==> src/rtl/ac97_pkg.sv <==
// Shared AC'97 link constants and FSM encoding, used by both the capture and transmit sides.
package ac97_pkg;

    localparam int unsigned FRAME_BITS = 256;
    localparam int unsigned SLOT0_BITS = 16;
    localparam int unsigned SLOT_BITS  = 20;

    localparam int unsigned TAG_READY = 15;
    localparam int unsigned TAG_S1    = 14;
    localparam int unsigned TAG_S2    = 13;
    localparam int unsigned TAG_S3    = 12;
    localparam int unsigned TAG_S4    = 11;

    // First bit of each slot within the 256-bit frame.
    localparam int unsigned SLOT1_START = SLOT0_BITS;
    localparam int unsigned SLOT2_START = SLOT1_START + SLOT_BITS;
    localparam int unsigned SLOT3_START = SLOT2_START + SLOT_BITS;
    localparam int unsigned SLOT4_START = SLOT3_START + SLOT_BITS;
    localparam int unsigned SLOT5_START = SLOT4_START + SLOT_BITS;

    typedef logic [1:0] ac97_state_t;

    localparam ac97_state_t StIdle    = 2'd0;
    localparam ac97_state_t StFrame   = 2'd1;
    localparam ac97_state_t StPublish = 2'd2;

    // Index of the last bit of a slot (slot 0 is the 16-bit tag).
    function automatic logic [7:0] slot_last_bit(input int unsigned slot);
        int unsigned last;
        if (slot == 0) begin
            last = SLOT0_BITS - 1;
        end else begin
            last = SLOT0_BITS + SLOT_BITS * slot - 1;
        end
        return last[7:0];
    endfunction

endpackage

==> src/rtl/ac97_edge_sync.sv <==
// Synchronises the codec bit_clk/sync/sdata_in bundle into clk and flags bit_clk falling edges.
module ac97_edge_sync #(
    parameter int unsigned SYNC_STAGES = 2
) (
    input  logic clk,
    input  logic rst,
    input  logic bit_clk,
    input  logic sync,
    input  logic sdata_in,
    output logic strobe,
    output logic sync_s,
    output logic sdata_s
);

    logic [SYNC_STAGES-1:0] bclk_q;
    logic [SYNC_STAGES-1:0] sync_q;
    logic [SYNC_STAGES-1:0] sdat_q;
    logic                   bclk_prev_q;

    // All three lines share the same depth so data stays aligned to the strobe.
    always_ff @(posedge clk) begin
        if (rst) begin
            bclk_q      <= '0;
            sync_q      <= '0;
            sdat_q      <= '0;
            bclk_prev_q <= 1'b0;
        end else begin
            bclk_q      <= {bclk_q[SYNC_STAGES-2:0], bit_clk};
            sync_q      <= {sync_q[SYNC_STAGES-2:0], sync};
            sdat_q      <= {sdat_q[SYNC_STAGES-2:0], sdata_in};
            bclk_prev_q <= bclk_q[SYNC_STAGES-1];
        end
    end

    always_comb begin
        strobe  = bclk_prev_q & ~bclk_q[SYNC_STAGES-1];
        sync_s  = sync_q[SYNC_STAGES-1];
        sdata_s = sdat_q[SYNC_STAGES-1];
    end

endmodule

==> src/rtl/ac97_capture_rx.sv <==
// AC'97 link receiver: frames codec sdata_in against sync, publishes tag, status and PCM slots.
module ac97_capture_rx
    import ac97_pkg::*;
#(
    parameter int unsigned SYNC_STAGES = 2,
    parameter int unsigned TIMEOUT     = 64
) (
    input  logic        clk,
    input  logic        rst,
    input  logic        bit_clk,
    input  logic        sync,
    input  logic        sdata_in,
    output logic        codec_ready,
    output logic [7:0]  status_addr,
    output logic [15:0] status_data,
    output logic        status_valid,
    output logic [19:0] left_data,
    output logic [19:0] right_data,
    output logic        pcm_valid,
    output logic        frame_err
);

    localparam int unsigned TW = $clog2(TIMEOUT + 1);
    localparam logic [TW-1:0] TMO_MAX = TW'(TIMEOUT);

    localparam logic [7:0] BIT_TAG_END = slot_last_bit(0);
    localparam logic [7:0] BIT_S1_END  = slot_last_bit(1);
    localparam logic [7:0] BIT_S2_END  = slot_last_bit(2);
    localparam logic [7:0] BIT_S3_END  = slot_last_bit(3);
    localparam logic [7:0] BIT_S4_END  = slot_last_bit(4);
    localparam logic [7:0] BIT_LAST    = 8'(FRAME_BITS - 1);

    logic strobe;
    logic sync_s;
    logic sdata_s;

    ac97_edge_sync #(
        .SYNC_STAGES(SYNC_STAGES)
    ) u_edge_sync (
        .clk     (clk),
        .rst     (rst),
        .bit_clk (bit_clk),
        .sync    (sync),
        .sdata_in(sdata_in),
        .strobe  (strobe),
        .sync_s  (sync_s),
        .sdata_s (sdata_s)
    );

    ac97_state_t   state_q, state_d;
    logic [7:0]    bitcnt_q, bitcnt_d;
    logic          sync_prev_q, sync_prev_d;
    logic [TW-1:0] tmo_q, tmo_d;
    logic [19:0]   shift_q, shift_d;

    // Per-frame capture, held until the frame is published.
    logic [15:0]   tag_q, tag_d;
    logic [7:0]    addr_q, addr_d;
    logic [15:0]   sdat_q, sdat_d;
    logic [19:0]   left_q, left_d;
    logic [19:0]   right_q, right_d;

    logic          codec_ready_q, codec_ready_d;
    logic [7:0]    status_addr_q, status_addr_d;
    logic [15:0]   status_data_q, status_data_d;
    logic          status_valid_q, status_valid_d;
    logic [19:0]   left_data_q, left_data_d;
    logic [19:0]   right_data_q, right_data_d;
    logic          pcm_valid_q, pcm_valid_d;
    logic          frame_err_q, frame_err_d;

    logic          sync_rise;
    logic          timeout;
    logic [19:0]   shift_in;
    logic [7:0]    bit_idx;

    always_comb begin
        sync_rise = strobe & sync_s & ~sync_prev_q;
        timeout   = (state_q != StIdle) && (tmo_q == TMO_MAX);
        shift_in  = {shift_q[18:0], sdata_s};
        // An early sync rise restarts the frame on this very bit.
        bit_idx   = sync_rise ? 8'd0 : bitcnt_q;
    end

    always_comb begin
        state_d        = state_q;
        bitcnt_d       = bitcnt_q;
        sync_prev_d    = sync_prev_q;
        tmo_d          = tmo_q;
        shift_d        = shift_q;
        tag_d          = tag_q;
        addr_d         = addr_q;
        sdat_d         = sdat_q;
        left_d         = left_q;
        right_d        = right_q;
        codec_ready_d  = codec_ready_q;
        status_addr_d  = status_addr_q;
        status_data_d  = status_data_q;
        status_valid_d = 1'b0;
        left_data_d    = left_data_q;
        right_data_d   = right_data_q;
        pcm_valid_d    = 1'b0;
        frame_err_d    = 1'b0;

        if (strobe) begin
            sync_prev_d = sync_s;
            tmo_d       = '0;
        end else if (tmo_q != TMO_MAX) begin
            tmo_d = tmo_q + 1'b1;
        end

        if (timeout) begin
            frame_err_d   = 1'b1;
            codec_ready_d = 1'b0;
            state_d       = StIdle;
            bitcnt_d      = 8'd0;
        end else begin
            case (state_q)
                StIdle: begin
                    if (sync_rise) begin
                        shift_d  = shift_in;
                        bitcnt_d = 8'd1;
                        state_d  = StFrame;
                    end
                end

                StFrame: begin
                    if (strobe) begin
                        if (bitcnt_q == 8'd0 && !sync_rise) begin
                            frame_err_d = 1'b1;
                            state_d     = StIdle;
                        end else begin
                            if (sync_rise && bitcnt_q != 8'd0) begin
                                frame_err_d = 1'b1;
                            end
                            shift_d  = shift_in;
                            bitcnt_d = bit_idx + 8'd1;
                            if (bit_idx == BIT_TAG_END) tag_d   = shift_in[15:0];
                            if (bit_idx == BIT_S1_END)  addr_d  = shift_in[19:12];
                            if (bit_idx == BIT_S2_END)  sdat_d  = shift_in[19:4];
                            if (bit_idx == BIT_S3_END)  left_d  = shift_in;
                            if (bit_idx == BIT_S4_END)  right_d = shift_in;
                            if (bit_idx == BIT_LAST)    state_d = StPublish;
                        end
                    end
                end

                StPublish: begin
                    codec_ready_d = tag_q[TAG_READY];
                    if (tag_q[TAG_S1] && tag_q[TAG_S2]) begin
                        status_addr_d  = addr_q;
                        status_data_d  = sdat_q;
                        status_valid_d = 1'b1;
                    end
                    // A half-valid stereo pair is dropped entirely.
                    if (tag_q[TAG_S3] && tag_q[TAG_S4]) begin
                        left_data_d  = left_q;
                        right_data_d = right_q;
                        pcm_valid_d  = 1'b1;
                    end
                    bitcnt_d = 8'd0;
                    state_d  = StFrame;
                end

                default: begin
                    state_d  = StIdle;
                    bitcnt_d = 8'd0;
                end
            endcase
        end
    end

    always_ff @(posedge clk) begin
        if (rst) begin
            state_q        <= StIdle;
            bitcnt_q       <= 8'd0;
            sync_prev_q    <= 1'b0;
            tmo_q          <= '0;
            shift_q        <= '0;
            tag_q          <= '0;
            addr_q         <= '0;
            sdat_q         <= '0;
            left_q         <= '0;
            right_q        <= '0;
            codec_ready_q  <= 1'b0;
            status_addr_q  <= '0;
            status_data_q  <= '0;
            status_valid_q <= 1'b0;
            left_data_q    <= '0;
            right_data_q   <= '0;
            pcm_valid_q    <= 1'b0;
            frame_err_q    <= 1'b0;
        end else begin
            state_q        <= state_d;
            bitcnt_q       <= bitcnt_d;
            sync_prev_q    <= sync_prev_d;
            tmo_q          <= tmo_d;
            shift_q        <= shift_d;
            tag_q          <= tag_d;
            addr_q         <= addr_d;
            sdat_q         <= sdat_d;
            left_q         <= left_d;
            right_q        <= right_d;
            codec_ready_q  <= codec_ready_d;
            status_addr_q  <= status_addr_d;
            status_data_q  <= status_data_d;
            status_valid_q <= status_valid_d;
            left_data_q    <= left_data_d;
            right_data_q   <= right_data_d;
            pcm_valid_q    <= pcm_valid_d;
            frame_err_q    <= frame_err_d;
        end
    end

    always_comb begin
        codec_ready  = codec_ready_q;
        status_addr  = status_addr_q;
        status_data  = status_data_q;
        status_valid = status_valid_q;
        left_data    = left_data_q;
        right_data   = right_data_q;
        pcm_valid    = pcm_valid_q;
        frame_err    = frame_err_q;
    end

endmodule

==> config.mk <==
export PLATFORM = sky130hd
export DESIGN_NAME = ac97_capture_rx
export DESIGN_NICKNAME = d
export VERILOG_FILES = /design/src/rtl/ac97_pkg.sv /design/src/rtl/ac97_edge_sync.sv /design/src/rtl/ac97_capture_rx.sv
export SDC_FILE = /design/constraint.sdc
export NUM_CORES = 1
export LEC_CHECK = 0
export CAP_MARGIN = 20
export CORE_ASPECT_RATIO = 1.75
export CORE_UTILIZATION = 46
export DETAILED_ROUTE_END_ITERATION = 16
export PLACE_DENSITY = 0.78
export RECOVER_POWER = 100
export SLEW_MARGIN = 20
export SYNTH_ARGS = -nofsm -noshare
export SYNTH_HDL_FRONTEND = slang
export SYNTH_SLANG_ARGS = --single-unit
==> constraint.sdc <==
create_clock -name clk -period 2.75 [get_ports clk]
set_input_delay 0.275 -clock clk [delete_from_list [all_inputs] [get_ports clk]]
set_output_delay 0.275 -clock clk [all_outputs]
set_load 0.03 [all_outputs]
# Word-level counts from Yosys, hierarchy flattened
# Cells that the tools add are included.
# totals
ff_bits	192
inputBits	5
# op_classes
add_sub_neg	2
eq_ne	14
mux	21
bitwise_logic	8
reduce_logical	24
# op_table
operator	n
$mux 19	3
$pmux 19 s2	1
$mux 8	4
$reduce_and 5->1	6
$eq 8x6->1 const B	2
$eq 8x7->1 const B	2
$pmux 8 s2	1
$reduce_and 3->1	4
$add 8x1->8 const B	1
$eq 8x4->1 const B	1
$eq 8x8->1 const B	1
$logic_not 8->1	1
$mux 2	4
$reduce_bool 8->1	1
$add 7x1->7 const B	1
$eq 7x7->1 const B	1
$mux 1	7
$ne 7x7->1 const B	1
$ne 2x2->1 const B	3
$pmux 2 s3	1
$logic_and 1x1->1	5
$not 1->1	5
$reduce_bool 2->1	2
$reduce_or 2->1	2
other kinds (7)	9

# Longest topological paths before layout
# logic_depth
ltp_word	10
depth_mapped	11

# Cells and area by module
# From an unflattened synthesis, not the netlist that was laid out.
# unflattened
cells_unflattened	707
area_unflattened_um2	7004.2
# modules_own_cells
module	n_inst	cells_each	area_each_um2	seq_area_each_um2
ac97_capture_rx	1	692	6814.0	3483.3
ac97_edge_sync	1	15	190.2	140.1

# Worst setup path before layout
# OpenSTA, ideal clock, no wires.
# synth_path
kind	reg2reg
from	register bitcnt_q[4]
to	register shift_q[3]
arrival_time_ns	2.397
required_time_ns	2.678
path_slack_ns	0.281
path_stages_with_launch	11
path_buffers	4
cell_sequence	dfxtp_1 > clkbuf_1 > or4_1 > nor3_1 > ha_1 > clkbuf_1 > nor2_1 > a22oi_1 > buf_4 > buf_4 > mux2i_1
# synth_via
elab_chain_cells	4
# synth_rtl
element	line	source
start: declaration	ac97_capture_rx.sv:51	logic [7:0] bitcnt_q, bitcnt_d;
start signal: assignment	ac97_capture_rx.sv:195	bitcnt_q <= bitcnt_d;
$logic_not 8->1	ac97_capture_rx.sv:129	if (bitcnt_q == 8'd0 && !sync_rise) begin
$logic_and 1x1->1	ac97_capture_rx.sv:129	
$ne 2x2->1 (no source line)	--	
$reduce_and 5->1 (no source line)	--	
end signal: assignment	ac97_capture_rx.sv:198	shift_q <= shift_d;
end: declaration	ac97_capture_rx.sv:54	logic [19:0] shift_q, shift_d;
# No other way between the ends.
# A chain may end at the register's enable or synchronous reset.

# Worst setup path in the final report
# layout_path
from	register u_edge_sync.bclk_q[1]
to	register right_q[14]
# layout_via
elab_chain_cells	8
elab_cells_between_ends	10
classes_between	1 x eq/ne; 1 x mux; 5 x bitwise; 3 x reduce/logical
# layout_rtl
element	line	source
start: declaration	ac97_edge_sync.sv:15	logic [SYNC_STAGES-1:0] bclk_q;
start signal: assignment	ac97_edge_sync.sv:28	bclk_q <= {bclk_q[SYNC_STAGES-2:0], bit_clk};
$not 1->1 (*)	ac97_edge_sync.sv:36	strobe = bclk_prev_q & ~bclk_q[SYNC_STAGES-1];
$and 1x1->1 (*)	ac97_edge_sync.sv:36	
parallel branches: the longest is 5 deep, another holds $mux 8	--	
$reduce_and 5->1 (no source line) (*)	--	
end signal: assignment	ac97_capture_rx.sv:203	right_q <= right_d;
end: declaration	ac97_capture_rx.sv:61	logic [19:0] right_q, right_d;
# Mark *: on every way between the ends.

==> impl_table.tex <==
\begin{tabular}{lr}
\hline
Metric & Value \\
\hline
\multicolumn{2}{l}{\textbf{Outcome}} \\
Run status & complete, but fails checks \\
Violations in the final reports & max-capacitance violations, max-slew violations \\
\multicolumn{2}{l}{\textbf{CTS}} \\
Clock tree from TritonCTS & yes \\
Count of cells resized by post-cts repair & 0 \\
Hold buffers post-CTS & 0 \\
Buffers inserted by post-CTS timing repair & 0 \\
Later-pin clock latency in the skew report & 0.42 ns \\
Clock transition at the registers of the reported paths & 0.07 ns \\
Deepest clock path buffer count & 2 \\
CTS HTree Levels & 4 \\
CTS sink cnt & 181 \\
Clk root buf & sky130\_fd\_sc\_hd\_\_clkbuf\_16 \\
Inserted Clock Buffers & 17 \\
\multicolumn{2}{l}{\textbf{Detailed routing}} \\
Detailed-router iteration count before antenna repair & 5 \\
Post-DR wirelength/cell & 15.7 µm \\
Vias after detailed routing & 5,048 \\
Iteration-0 DRC count of the detailed router & 241 \\
Average via count per standard cell & 5.15 \\
Final WL & 15,400 µm \\
Remaining antenna violation count & 0 \\
Detailed-route DRC error count & 0 \\
\multicolumn{2}{l}{\textbf{Die}} \\
Site Rows & 59 \\
Die Wd & 96.0 µm \\
Boundary Pins & 73 \\
Total core area & 0.0150 mm² \\
Die outline area & 0.0160 mm² \\
Starting utilization of the core area & 47.4\% \\
Die height & 166 µm \\
\multicolumn{2}{l}{\textbf{Pwr}} \\
Max VDD drop & 397 µV \\
PwrDens & 590 mW/mm² \\
Static power due to leakage & 3.61 nW \\
\multicolumn{2}{l}{\textbf{Worst setup path}} \\
Arrival time reported for the critical path endpoint & 2.78 ns \\
Maximum net fanout on the critical path & 14 \\
Required @ worst endpoint & 3.09 ns \\
Crit path max-delay family & simple AND/OR/NAND/NOR gates \\
Kind of start point of the critical path & flip-flop \\
Slowest cell on the critical path & sky130\_fd\_sc\_hd\_\_dfxtp\_1 \\
Delay contributed by the slowest stage of the critical path & 0.39 ns \\
Critical path, cell by cell & and4bb\_1 -> inv\_6 -> and2\_1 -> ha\_1 -> nand2\_1 -> nor4b\_1 -> and4\_1 -> clkbuf\_4 -> mux2i\_1 \\
Buffers \& Inverters on Critical Path & 2 \\
Worst setup path class & flip-flop to flip-flop \\
Element type at the critical path end & flip-flop \\
\multicolumn{2}{l}{\textbf{Hold path}} \\
Worst hold path type & input pin to flip-flop \\
\multicolumn{2}{l}{\textbf{Timing}} \\
Largest clock skew in the final design & 0.00960 ns \\
Final period util & 88.6\% \\
Slew @ Worst Pin & 1.67 ns \\
Minimum clock period & 2.44 ns \\
Worst relative slew slack & -11.3\% \\
Final hold vios & 0 \\
Number of setup violations in the final report & 0 \\
Post-route setup slack & 0.313 ns \\
Unrepaired setup endpoints after global routing & false \\
Max Clock Freq & 0.410 GHz \\
Worst hold slack & 0.398 ns \\
Setup TNS & 0 ns \\
Max Slew Vio Count & 103 \\
\multicolumn{2}{l}{\textbf{Yosys}} \\
Post-synthesis average cell area & 9.90 µm² \\
Dominant combinational cell family by area after synthesis & simple AND/OR/NAND/NOR gates \\
Simple-gate portion of the synthesized area & 21.8\% \\
Share of synthesized cell area in full adder, half adder and majority cells & 0.880\% \\
Fraction of the mapped netlist area in compound gates & 6.20\% \\
Most used flip-flop cell after synthesis & sky130\_fd\_sc\_hd\_\_dfxtp\_1 \\
Post-synth EDFFs & 0 \\
Cell area after synthesis & 0.00711 mm² \\
Post-synthesis xor/xnor area fraction & 0.739\% \\
Post-synthesis register bit count & 181 \\
Share of flip-flops with an asynchronous set or reset & 0\% \\
Gate count of the mapped netlist & 718 \\
Sequential-to-total area share from yosys stat & 51.0\% \\
Yosys cell types & 53 \\
Mux cell area share after synthesis & 16.1\% \\
Net count after synthesis & 728 \\
Yosys warning count & 0 \\
\multicolumn{2}{l}{\textbf{Layout}} \\
Layout net count & 796 \\
Number of cells in the finished layout apart from fillers & 981 \\
Utilization of the core after routing & 57.4\% \\
Layout area overhead & 21.1\% \\
Most common library cell in the layout ignoring fill and taps & sky130\_fd\_sc\_hd\_\_dfxtp\_1 \\
Final-layout fill cell count & 1,359 \\
Leading cell types in the layout, fill and taps excluded & 181 x sky130\_fd\_sc\_hd\_\_dfxtp\_1, 114 x sky130\_fd\_sc\_hd\_\_mux2i\_1, 92 x sky130\_fd\_sc\_hd\_\_nand2b\_1, 89 x sky130\_fd\_sc\_hd\_\_nand2\_1, 68 x sky130\_fd\_sc\_hd\_\_dlygate4sd3\_1 \\
Fraction of layout cells with a size suffix above 1 & 8.02\% \\
Ant. Diodes & 0 \\
\multicolumn{2}{l}{\textbf{Placed design}} \\
Count of placed standard cells including taps & 950 \\
Estimated wirelength of the detail-placed design & 10,400 µm \\
Setup WS pre-CTS & 0.397 ns \\
Final weighted congestion of routability-driven global placement & 0.852 \\
Port bufs & 72 \\
\multicolumn{2}{l}{\textbf{Job}} \\
Number of max-cap violations & 1 \\
\multicolumn{2}{l}{\textbf{Global routing}} \\
Number of global-route vias before repair & 4,917 \\
Number of antenna violations at the first check in global routing & 0 \\
Total Routing Usage GR & 20.3\% \\
Maximum number of pins on one net before global-route repair & 104 \\
Wire length of the first global-routing pass & 25,100 µm \\
Final global-route overflow total & 0 \\
\hline
\end{tabular}
## synth_stat cells, types with 3 or more instances
cell type	instances	area, µm²
sky130_fd_sc_hd__buf_4	3	22.5
sky130_fd_sc_hd__nor2_1	40	150
sky130_fd_sc_hd__nor4_1	6	37.5
sky130_fd_sc_hd__nand3_1	10	50.1
sky130_fd_sc_hd__inv_1	6	22.5
sky130_fd_sc_hd__nand2b_1	92	576
sky130_fd_sc_hd__nand2_1	88	330
sky130_fd_sc_hd__a211oi_1	3	22.5
sky130_fd_sc_hd__mux2i_1	114	1140
sky130_fd_sc_hd__buf_6	3	33.8
sky130_fd_sc_hd__xnor2_1	3	26.3
sky130_fd_sc_hd__ha_1	5	62.6
sky130_fd_sc_hd__and2_1	3	18.8
sky130_fd_sc_hd__nand4b_1	4	35.0
sky130_fd_sc_hd__nor3_1	6	30.0
sky130_fd_sc_hd__buf_2	4	20.0
sky130_fd_sc_hd__nor4b_1	3	26.3
sky130_fd_sc_hd__xor2_1	3	26.3
sky130_fd_sc_hd__o21ai_0	6	30.0
sky130_fd_sc_hd__dfxtp_1	181	3620
sky130_fd_sc_hd__nand4_1	3	18.8
sky130_fd_sc_hd__clkbuf_1	35	131
sky130_fd_sc_hd__a31oi_1	3	18.8
sky130_fd_sc_hd__nor2b_1	13	81.3
sky130_fd_sc_hd__a21oi_1	48	240
## worst paths after layout
| kind | slack (ns) | endpoint | startpoint | cells after the start |
|---|---|---|---|---|
| min reg2reg | 0.44 | u_edge_sync.sdat_q[1] | u_edge_sync.sdat_q[0] | 1 |
| max reg2reg | 0.31 | right_q[14] | u_edge_sync.bclk_q[1] | 9 |
| max | 0.31 | right_q[14] | u_edge_sync.bclk_q[1] | 9 |
| min | 0.40 | u_edge_sync.sync_q[0] | sync | 2 |
## sequential cells by signal, indices dropped and copies added, names as in the netlist, 16 cells and up
| register | cells |
|---|---|
| sdat_q | 16 |
| right_data | 20 |
| status_data | 16 |
| right_q | 20 |
| left_q | 20 |
| shift_q | 19 |
| left_data | 20 |
## cell families after synthesis
group,Yosys count
adders and majority gates,5
AOI/OAI and AO/OA,73
muxes,114
buffers and inverters,52
xor gates and xnor gates,6
DFF,181
and+or+nand+nor,287
## routing by layer
metal / part of all wire (%) / vias up / global-route usage [%]
met5: 0 / - / 0
met4: 1.7 / 0 / 7.46
met3: 2.6 / 19 / 3.84
met2: 52 / 85 / 34.7
met1: 43 / 2373 / 24.8
li1: - / 2571 / -
## power breakdown
| group | internal, mW | switching, mW | leakage (nW) |
|---|---|---|---|
| Combinational | 0.0423 | 0.0538 | 1.88 |
| Sequential | 2.63 | 0.00834 | 1.46 |
| Clock | 1.27 | 1.08 | 0.270 |
## per-stage QoR
stage	instance area, µm²	power [mW]
final	8610	5.08
after CTS	8660	5.13
after detailed placement	8080	2.79
after global routing	8610	5.26
after global placement	8080	2.79
after floorplan	7110	2.77
## area by class of cell
type,instances,area [µm²],area share [%]
flip-flops and latches,181,3620,42.1
inverters,7,31.3,0.363
clock inverters,14,150,1.74
well taps,183,229,2.66
clock buffers,17,425,4.94
repair buffers,94,901,10.5
multi-input cells,485,3250,37.7
Note: power is estimated with default switching activity, not from simulation.
